===== config.mk =====
export PLATFORM = sky130hd
export DESIGN_NAME = regfile_rd_arbiter
export DESIGN_NICKNAME = d
export VERILOG_FILES = /design/src/rtl/regfile_rd_arbiter.sv
export SDC_FILE = /design/constraint.sdc
export NUM_CORES = 1
export LEC_CHECK = 0
export CELL_PAD_IN_SITES_DETAIL_PLACEMENT = 1
export CELL_PAD_IN_SITES_GLOBAL_PLACEMENT = 1
export CORE_MARGIN = 2
export CORE_UTILIZATION = 28
export DETAILED_ROUTE_END_ITERATION = 12
export PLACE_DENSITY_LB_ADDON = 0.2
export SLEW_MARGIN = 15
export SYNTH_ARGS = -nofsm -noshare
export SYNTH_HDL_FRONTEND = slang
export SYNTH_SLANG_ARGS = --single-unit
export TNS_END_PERCENT = 30

===== constraint.sdc =====
create_clock -name clk -period 4.7 [get_ports clk]
set_clock_uncertainty 0.05 [all_clocks]
set_input_delay 0.94 -clock clk [delete_from_list [all_inputs] [get_ports clk]]
set_output_delay 0.94 -clock clk [all_outputs]
set_load 0.03 [all_outputs]

===== src/rtl/regfile_rd_arbiter.sv =====
// Round-robin arbiter sharing the single register-file read port among
// NUM_REQ requesters. A requester may lock the port for one extra grant so
// that rs1/rs2 reads land on back-to-back cycles. Read data is returned one
// cycle after the grant, with same-cycle write-back forwarding and x0 as zero.
module regfile_rd_arbiter #(
  parameter int NUM_REQ   = 4,
  parameter int DATA_BITS = 32,
  parameter int ADDR_BITS = 5,
  localparam int IDX_W    = (NUM_REQ > 1) ? $clog2(NUM_REQ) : 1
) (
  input  logic                         clk,
  input  logic                         reset_n,
  input  logic [NUM_REQ-1:0]           req_valid,
  input  logic [NUM_REQ-1:0]           req_lock,
  input  logic [NUM_REQ*ADDR_BITS-1:0] req_addr,
  output logic [NUM_REQ-1:0]           req_ready,
  output logic [ADDR_BITS-1:0]         rf_sel,
  input  logic [DATA_BITS-1:0]         rf_rdata,
  input  logic                         wr_en,
  input  logic [ADDR_BITS-1:0]         wr_addr,
  input  logic [DATA_BITS-1:0]         wr_data,
  output logic [NUM_REQ-1:0]           rsp_valid,
  output logic [IDX_W-1:0]             rsp_id,
  output logic [DATA_BITS-1:0]         rsp_data
);

  typedef enum logic {
    ST_ARB    = 1'b0,
    ST_LOCKED = 1'b1
  } state_e;

  state_e               state_q, state_d;
  logic [IDX_W-1:0]     ptr_q, ptr_d;
  logic [IDX_W-1:0]     owner_q, owner_d;

  logic                 lock_hold;
  logic                 gnt_any;
  logic                 gnt_vld;
  logic [IDX_W-1:0]     gnt_idx;
  logic [NUM_REQ-1:0]   gnt_oh;
  logic [ADDR_BITS-1:0] gnt_addr;
  logic [DATA_BITS-1:0] rd_data;

  logic [NUM_REQ-1:0]   rsp_valid_q;
  logic [IDX_W-1:0]     rsp_id_q;
  logic [DATA_BITS-1:0] rsp_data_q;

  // Successor index with wrap at NUM_REQ (NUM_REQ need not be a power of 2).
  function automatic logic [IDX_W-1:0] wrap_inc(input logic [IDX_W-1:0] idx);
    if (idx == IDX_W'(NUM_REQ - 1)) begin
      return '0;
    end
    return idx + IDX_W'(1);
  endfunction

  // Pick the winner: locked owner first, otherwise first valid from ptr onward.
  always_comb begin
    logic [IDX_W-1:0] cand;
    gnt_any   = 1'b0;
    gnt_idx   = '0;
    cand      = '0;
    lock_hold = (state_q == ST_LOCKED) && req_valid[owner_q];
    if (lock_hold) begin
      gnt_any = 1'b1;
      gnt_idx = owner_q;
    end else begin
      for (int k = 0; k < NUM_REQ; k++) begin
        cand = IDX_W'((int'(ptr_q) + k) % NUM_REQ);
        if (!gnt_any && req_valid[cand]) begin
          gnt_any = 1'b1;
          gnt_idx = cand;
        end
      end
    end
  end

  // No grant is offered while reset is held, even though inputs may be valid.
  assign gnt_vld = gnt_any && reset_n;

  // One-hot grant and the granted requester's register index.
  always_comb begin
    gnt_oh   = '0;
    gnt_addr = '0;
    for (int i = 0; i < NUM_REQ; i++) begin
      if (gnt_vld && (gnt_idx == IDX_W'(i))) begin
        gnt_oh[i] = 1'b1;
        gnt_addr  = req_addr[i*ADDR_BITS +: ADDR_BITS];
      end
    end
  end

  assign req_ready = gnt_oh;
  assign rf_sel    = gnt_addr;

  // Read result: x0 is hard zero, then forwarded write-back, then the mux.
  always_comb begin
    if (gnt_addr == '0) begin
      rd_data = '0;
    end else if (wr_en && (wr_addr == gnt_addr)) begin
      rd_data = wr_data;
    end else begin
      rd_data = rf_rdata;
    end
  end

  // Next pointer and lock state; a held lock always returns to ARB afterwards.
  always_comb begin
    ptr_d   = ptr_q;
    state_d = state_q;
    owner_d = owner_q;
    if (lock_hold) begin
      ptr_d   = wrap_inc(owner_q);
      state_d = ST_ARB;
    end else begin
      state_d = ST_ARB;
      if (gnt_vld) begin
        ptr_d = wrap_inc(gnt_idx);
        if (req_lock[gnt_idx]) begin
          state_d = ST_LOCKED;
          owner_d = gnt_idx;
        end
      end
    end
  end

  // Arbitration state registers.
  always_ff @(posedge clk or negedge reset_n) begin
    if (!reset_n) begin
      state_q <= ST_ARB;
      ptr_q   <= '0;
      owner_q <= '0;
    end else begin
      state_q <= state_d;
      ptr_q   <= ptr_d;
      owner_q <= owner_d;
    end
  end

  // Response registers; id and data hold their last value when idle.
  always_ff @(posedge clk or negedge reset_n) begin
    if (!reset_n) begin
      rsp_valid_q <= '0;
      rsp_id_q    <= '0;
      rsp_data_q  <= '0;
    end else begin
      rsp_valid_q <= gnt_oh;
      if (gnt_vld) begin
        rsp_id_q   <= gnt_idx;
        rsp_data_q <= rd_data;
      end
    end
  end

  assign rsp_valid = rsp_valid_q;
  assign rsp_id    = rsp_id_q;
  assign rsp_data  = rsp_data_q;

endmodule

==> impl_metrics.tcl, run 1 <==
set metrics [dict create \
    final_net_count 524 \
    io_pins 147 \
    period_needed_ns 4.54 \
    drive_above_1_share_pct 18.6 \
    place_congestion 0.830 \
    clockRootBuffer "clkbuf_8" \
    cp-start-kind "input pin" \
    pwr-share-seq_pct 23.7 \
    antenna_found_initial 0 \
    slew_violations 0 \
    synthAdderAreaFrac_pct 2.34 \
    rows 35 \
    power_frac_comb_pct 63.6 \
    synth_xor_area_share_pct 0.937 \
    worst_pin_slew_ns 0.686 \
    critPathRequiredTime_ns 3.71 \
    first_iter_violations 19 \
    stdcell_count 549 \
    layout_commonest_cell "clkdlybuf4s50_1" \
    fin_area_sq_um 4450 \
    slew_headroom_pct 54.1 \
    cap_violations 0 \
    vias_per_cell 4.57 \
    initial_utilization_pct 28.9 \
    hold-worst-slack_ns 0.431 \
    die_area_sq_um 10300 \
    utilization_pct 48.1 \
    placed_area_sq_um 4310 \
    track_usage_pct 16.2 \
    synth-edff-count 0 \
    cts_sinks 43 \
    synth.cell_area_sq_um 2670 \
    die_h_um 102 \
    outcome "finished, final reports clean" \
    vias 2509 \
    numPortBuffers 146 \
    switching_power_mw 1.23 \
    synthCells 262 \
    ir_drop_uv 237 \
    period_share_pct 96.5 \
    syn_nets 367 \
    ys_warn_count 0 \
    power_density_nw_per_um2 616 \
    synth_seq_cells 43 \
    cts_buffers 5 \
    max_freq_mhz 220 \
    p_leak_nw 1.82 \
    grt_max_degree 44 \
    hp-class "reg -> reg" \
    grt_pass1_vias 2609 \
    post_cts_buffers 0 \
    dp_hpwl_um 6830 \
    switching_share_pct 45.1 \
    yosysSeqAreaShare_pct 40.3 \
    endpoint_kind "output pin" \
    place_inst 541 \
    crit_chain "clkdlybuf4s50_1 > mux2_1 > nand3_1 > o31ai_1 > buf_4 > inv_1 > ha_1 > inv_1 > nor2_1 > clkdlybuf4s50_1" \
    core_sq_um 9240 \
    ys.flop_type "dfrtp_1" \
    diodes 0 \
    syn2layout_area_growth_pct 66.5 \
    grt_pass1_wl_um 13000 \
    synth-async-reset-ratio_pct 100 \
    wl_per_cell_um 15.5 \
    clkPwrFrac_pct 12.7 \
    gr-total-overflow 0 \
    insertion_delay_ns 0.30 \
    cpPeakStageDelay_ns 0.71 \
    total_power_mw 2.74 \
    avgSynthCellArea_sq_um 10.2 \
    pre_cts_ws_ns 0.0158 \
    synth_compound_area_share_pct 20.1 \
    p_int_mw 1.50 \
    setup_violations 0 \
    slowest_stage "clkdlybuf4s50_1" \
    final_cell_mix "clkdlybuf4s50_1, nand2_1, dfrtp_1" \
    rsz0062_at_grt "false" \
    wl_met2_um 4500 \
    first_pass_iters 4 \
    wl_met3_um 405 \
    routed.top_layer "met4" \
    crit_buf_inv 5 \
    synth_top_family_by_area "compound AO/OA/AOI/OAI gates" \
    crit_arrival_ns 3.55 \
    synthDistinctLibCells 44 \
    htreeDepth 2 \
    synth_simple_gate_area_share_pct 14.2 \
    clock_path_buffers 2 \
    setup_ws_ns 0.163 \
    synthMuxAreaShare_pct 15.1 \
    drt-met1-wl_um 3510 \
    postRouteAntennaNets 0 \
    tns_ns 0 \
    dieWidth_um 102 \
    cts_tree "yes" \
    worstPathMaxFanout 6 \
    totalWireLength_um 8500 \
    crit_family "buffers and inverters" \
    worst-setup-path-type "in -> out" \
    clkTransAtPathRegs_ns 0.08 \
    drc 0 \
    hold_viol 0 \
]
## registers in the layout, summed over array words and instances (netlist names)
signal	count
rsp_id	2
state_q	1
owner_q	2
rsp_data	32
rsp_valid	4
ptr_q	2
## layout make-up
| type | instances | area [sq um] |
|---|---|---|
| Clock buffer | 5 | 68.8 |
| Clock inverter | 3 | 67.6 |
| Fill cell | 1042 | 4790 |
| Inverter | 14 | 52.6 |
| Multi-Input combinational cell | 191 | 1420 |
| Sequential cell | 43 | 1080 |
| Tap cell | 129 | 161 |
| Timing Repair Buffer | 164 | 1600 |
## cells by family after synthesis
kind of cell,count (synthesis)
buffers and inverters,28
AO/OA/AOI/OAI,63
XOR/XNOR,2
AND/OR/NAND/NOR,81
multiplexers,40
flip-flops,43
adder cells (fa/ha/maj),5
## power groups by stage
stage | Sequential, mW | Clock [mW] | Combinational [mW]
finish | 0.648 | 0.348 | 1.74
global route | 0.677 | 0.371 | 1.87
CTS | 0.651 | 0.361 | 1.77
detailed placement | 0.658 | 0 | 1.77
global placement | 0.649 | 0 | 1.74
floorplan | 0.965 | 0 | 0.758
## cells in the mapped netlist, drive strengths merged (2+ instances only)
library cell / count / area (sq um)
nand2: 49 / 191
dlygate4sd3: 2 / 20.0
nand2b: 4 / 25.0
nor2: 16 / 60.1
nor3: 2 / 10.0
nor4: 2 / 33.8
mux2: 2 / 22.5
a211o: 2 / 17.5
a21oi: 4 / 20.0
and2: 2 / 12.5
mux2i: 38 / 380
xnor2: 2 / 25.0
buf: 10 / 101
a221oi: 3 / 38.8
ha: 5 / 62.6
a221o: 2 / 22.5
o21ai: 40 / 313
dfrtp: 43 / 1080
a31oi: 2 / 27.5
a2bb2oi: 2 / 17.5
inv: 13 / 48.8
nand3: 2 / 10.0
o211ai: 3 / 22.5
## worst paths after layout
check / startpoint / endpoint / slack, ns / depth (start not counted)
worst max-delay path: req_valid[2] / req_ready[1] / 0.16 / 10
max in group asynchronous: reset_n / rsp_valid[2]$_DFF_PN0_ / 3.45 / 2
worst min-delay path: rsp_data[1]$_DFFE_PN0P_ / rsp_data[1]$_DFFE_PN0P_ / 0.43 / 2
min in group asynchronous: reset_n / rsp_valid[3]$_DFF_PN0_ / 0.75 / 2
worst min register to register: rsp_data[1]$_DFFE_PN0P_ / rsp_data[1]$_DFFE_PN0P_ / 0.43 / 2
worst max register to register: owner_q[0]$_DFFE_PN0P_ / rsp_data[29]$_DFFE_PN0P_ / 1.03 / 15
## routing by layer
| metal | global-route usage [%] | vias up |
|---|---|---|
| met2 | 29.8 | 64 |
| met1 | 19.3 | 1210 |
| met3 | 2.90 | 6 |
| met4 | 4.16 | 0 |
| met5 | 0 | - |
| li1 | - | 1229 |
## tightest hold or removal path: stages (launching register included)
cell     delay, ns
dfrtp_1       0.34
nand2_1       0.06
o21ai_2       0.05
## timing repair
action / CTS / global route
resized for setup: 0 / 2
setup endpoints to repair: 0 / 2
hold buffers: 0 / 0
Note: power is estimated with default switching activity, not from simulation.
==> run 2, diff against run 1 <==
--- a/config.mk
+++ b/config.mk
@@ -11,7 +11,6 @@
 export CORE_UTILIZATION = 28
 export DETAILED_ROUTE_END_ITERATION = 12
 export PLACE_DENSITY_LB_ADDON = 0.2
-export SLEW_MARGIN = 15
 export SYNTH_ARGS = -nofsm -noshare
 export SYNTH_HDL_FRONTEND = slang
 export SYNTH_SLANG_ARGS = --single-unit
==> results of run 2 <==
The final DEF is identical to that of run 1; final timing and power are the same.
==> edit (config.mk and constraints of run 2) <==
Reset style: synchronous (`reset_n`), changed in 2 clocked blocks.
--- a/src/rtl/regfile_rd_arbiter.sv
+++ b/src/rtl/regfile_rd_arbiter.sv
@@ -126,3 +126,3 @@
   // Arbitration state registers.
-  always_ff @(posedge clk or negedge reset_n) begin
+  always_ff @(posedge clk) begin
     if (!reset_n) begin
@@ -139,3 +139,3 @@
   // Response registers; id and data hold their last value when idle.
-  always_ff @(posedge clk or negedge reset_n) begin
+  always_ff @(posedge clk) begin
     if (!reset_n) begin
Function: differs if reset_n is asserted again (counterexample within 4 cycles, from zero or initial values and one cycle with reset_n low); with reset_n held inactive, the same outputs for 4 cycles.
==> edit against run 2 <==
  * Wire length is 38% higher
  * Core utilization is 0.48 points higher
  * Power is 1.4% higher
  * Largest cell class is now multi-input gates
  * Synthesized area is 7.3% higher
  * Synthesized cell count is 29% higher
  * Highest routed layer unchanged
  * Sequential cell count stayed put
  * Worst setup slack worse by 0.022 ns
  * Cell area is 7.8% higher
  * Cell count is 13% higher
  * Sequential power is 4.6% lower
==> edit: results (changes against run 2) <==
- finished clean — result of the run
- 36.04% — GRT met2 Usage, +6.3 points
- 0% — Synth async-reset ratio, -100 points
- 494 µm — met3 WL, +22%
- 0.4217 ns — worst hold slack across all endpoints, -0.009234 ns
- 8431 µm — estimated wirelength of the detail-placed design, +23%
- 20.86% — Total Routing Usage GR, +4.7 points
- 442 — syn nets, +20%
- 57.04% — Slew headroom, +2.9 points
- 26.87% — grt met1 use, +7.5 points
- 2.183% — adder and majority cell fraction of the synthesized area, -0.16 points
- 5187 µm — DRT met1 WL, +48%
- compound AO/OA/AOI/OAI gates — Largest delay share family, worst path
- 36.29% — compound-cell area share of the yosys netlist, +16 points
- 3,391 — via total after detailed routing, +35%
- 0 — Congestion Overflow GR, unchanged
- 0.2194 GHz — highest attainable clock frequency, -0.48%
- -0.2133 ns — worst slack, placed, -0.2291 ns
- dfxtp_1, o211ai_1, a32oi_1, nand3_1, buf_6 — leading cell types by total area after synthesis
- 14.55% — fraction of layout instances using a drive strength above 1, -4.0 points
- 0.80 ns — register-to-register setup slack, -0.23 ns
- 12 — worst-path maximum fanout, +6
- o211ai_1, dfxtp_1, nand3_1 — Synth top cells by count
- dfxtp_1 — dominant register cell in the synthesized netlist
- 164 — starting DRC count in detailed routing, +145
- 592 — layout net count, +13%
- 18,910 µm — global-route wire length before repair, +45%
- 3,588 — vias in the first global route, +38%
- 3.57 ns — worst path arrival time, +0.02 ns
- 0% — xor/xnor cell area share of the yosys netlist, -0.94 points
- 5853 µm — routed length on met2, +30%
- 0.0002225 V — worst vdd ir, -6.2%
- 0.8106 — RD Place Congestion, -2.3%
- 612 — cell total after placement, +13%
- 0.001492 W — internal cell power, -0.71%
edit: cells by family after synthesis:
group	Yosys count
buffers and inverters	49
AND/OR/NAND/NOR	100
multiplexers	6
adder cells (fa/ha/maj)	5
flip-flops	43
AO/OA/AOI/OAI	134
edit: final cells by class:
type / count / area [µm²]
tap: 133 / 166.4
fill: 1149 / 5070
inverter: 10 / 37.54
sequential: 43 / 860.8
clock inverter: 3 / 43.79
timing repair buffer: 182 / 1787
multi-input combinational: 245 / 1831
clock buffer: 5 / 68.82
edit: metrics by stage:
stage / cell area (µm²) / utilization [%] / setup TNS [ns]
after floorplan: 2865 / - / 0
after global placement: 4598 / 46.61 / -1.757
after detailed placement: 4598 / 46.61 / -5.823
after CTS: 4741 / 48.06 / 0
after global routing: 4795 / 48.60 / -0.001790
final: 4795 / 48.60 / 0
edit: power groups by stage:
stage / Combinational (W) / Sequential [W] / Clock, W
after floorplan: 0.000787 / 0.000881 / 0
after global placement: 0.00175 / 0.000619 / 0
after detailed placement: 0.00179 / 0.000624 / 0
after CTS: 0.00182 / 0.000618 / 0.000309
after global routing: 0.00200 / 0.000638 / 0.000324
final: 0.00186 / 0.000618 / 0.000298
edit: worst paths after layout:
kind / start / to / depth (start not counted)
worst max-delay path: req_valid[2] / rf_sel[1] / 12
worst min-delay path: rsp_id[1]$_SDFFE_PN0P_ / rsp_id[1]$_SDFFE_PN0P_ / 2
worst max register to register: ptr_q[1]$_SDFFE_PN0P_ / rsp_data[22]$_SDFFE_PN0P_ / 14
worst min register to register: rsp_id[1]$_SDFFE_PN0P_ / rsp_id[1]$_SDFFE_PN0P_ / 2
edit: what timing repair did:
action	in CTS	in global routing
endpoints found under the setup margin	6	10
setup buffers	0	1
pin swaps	0	2
hold buffers	0	0
resized for setup	10	7
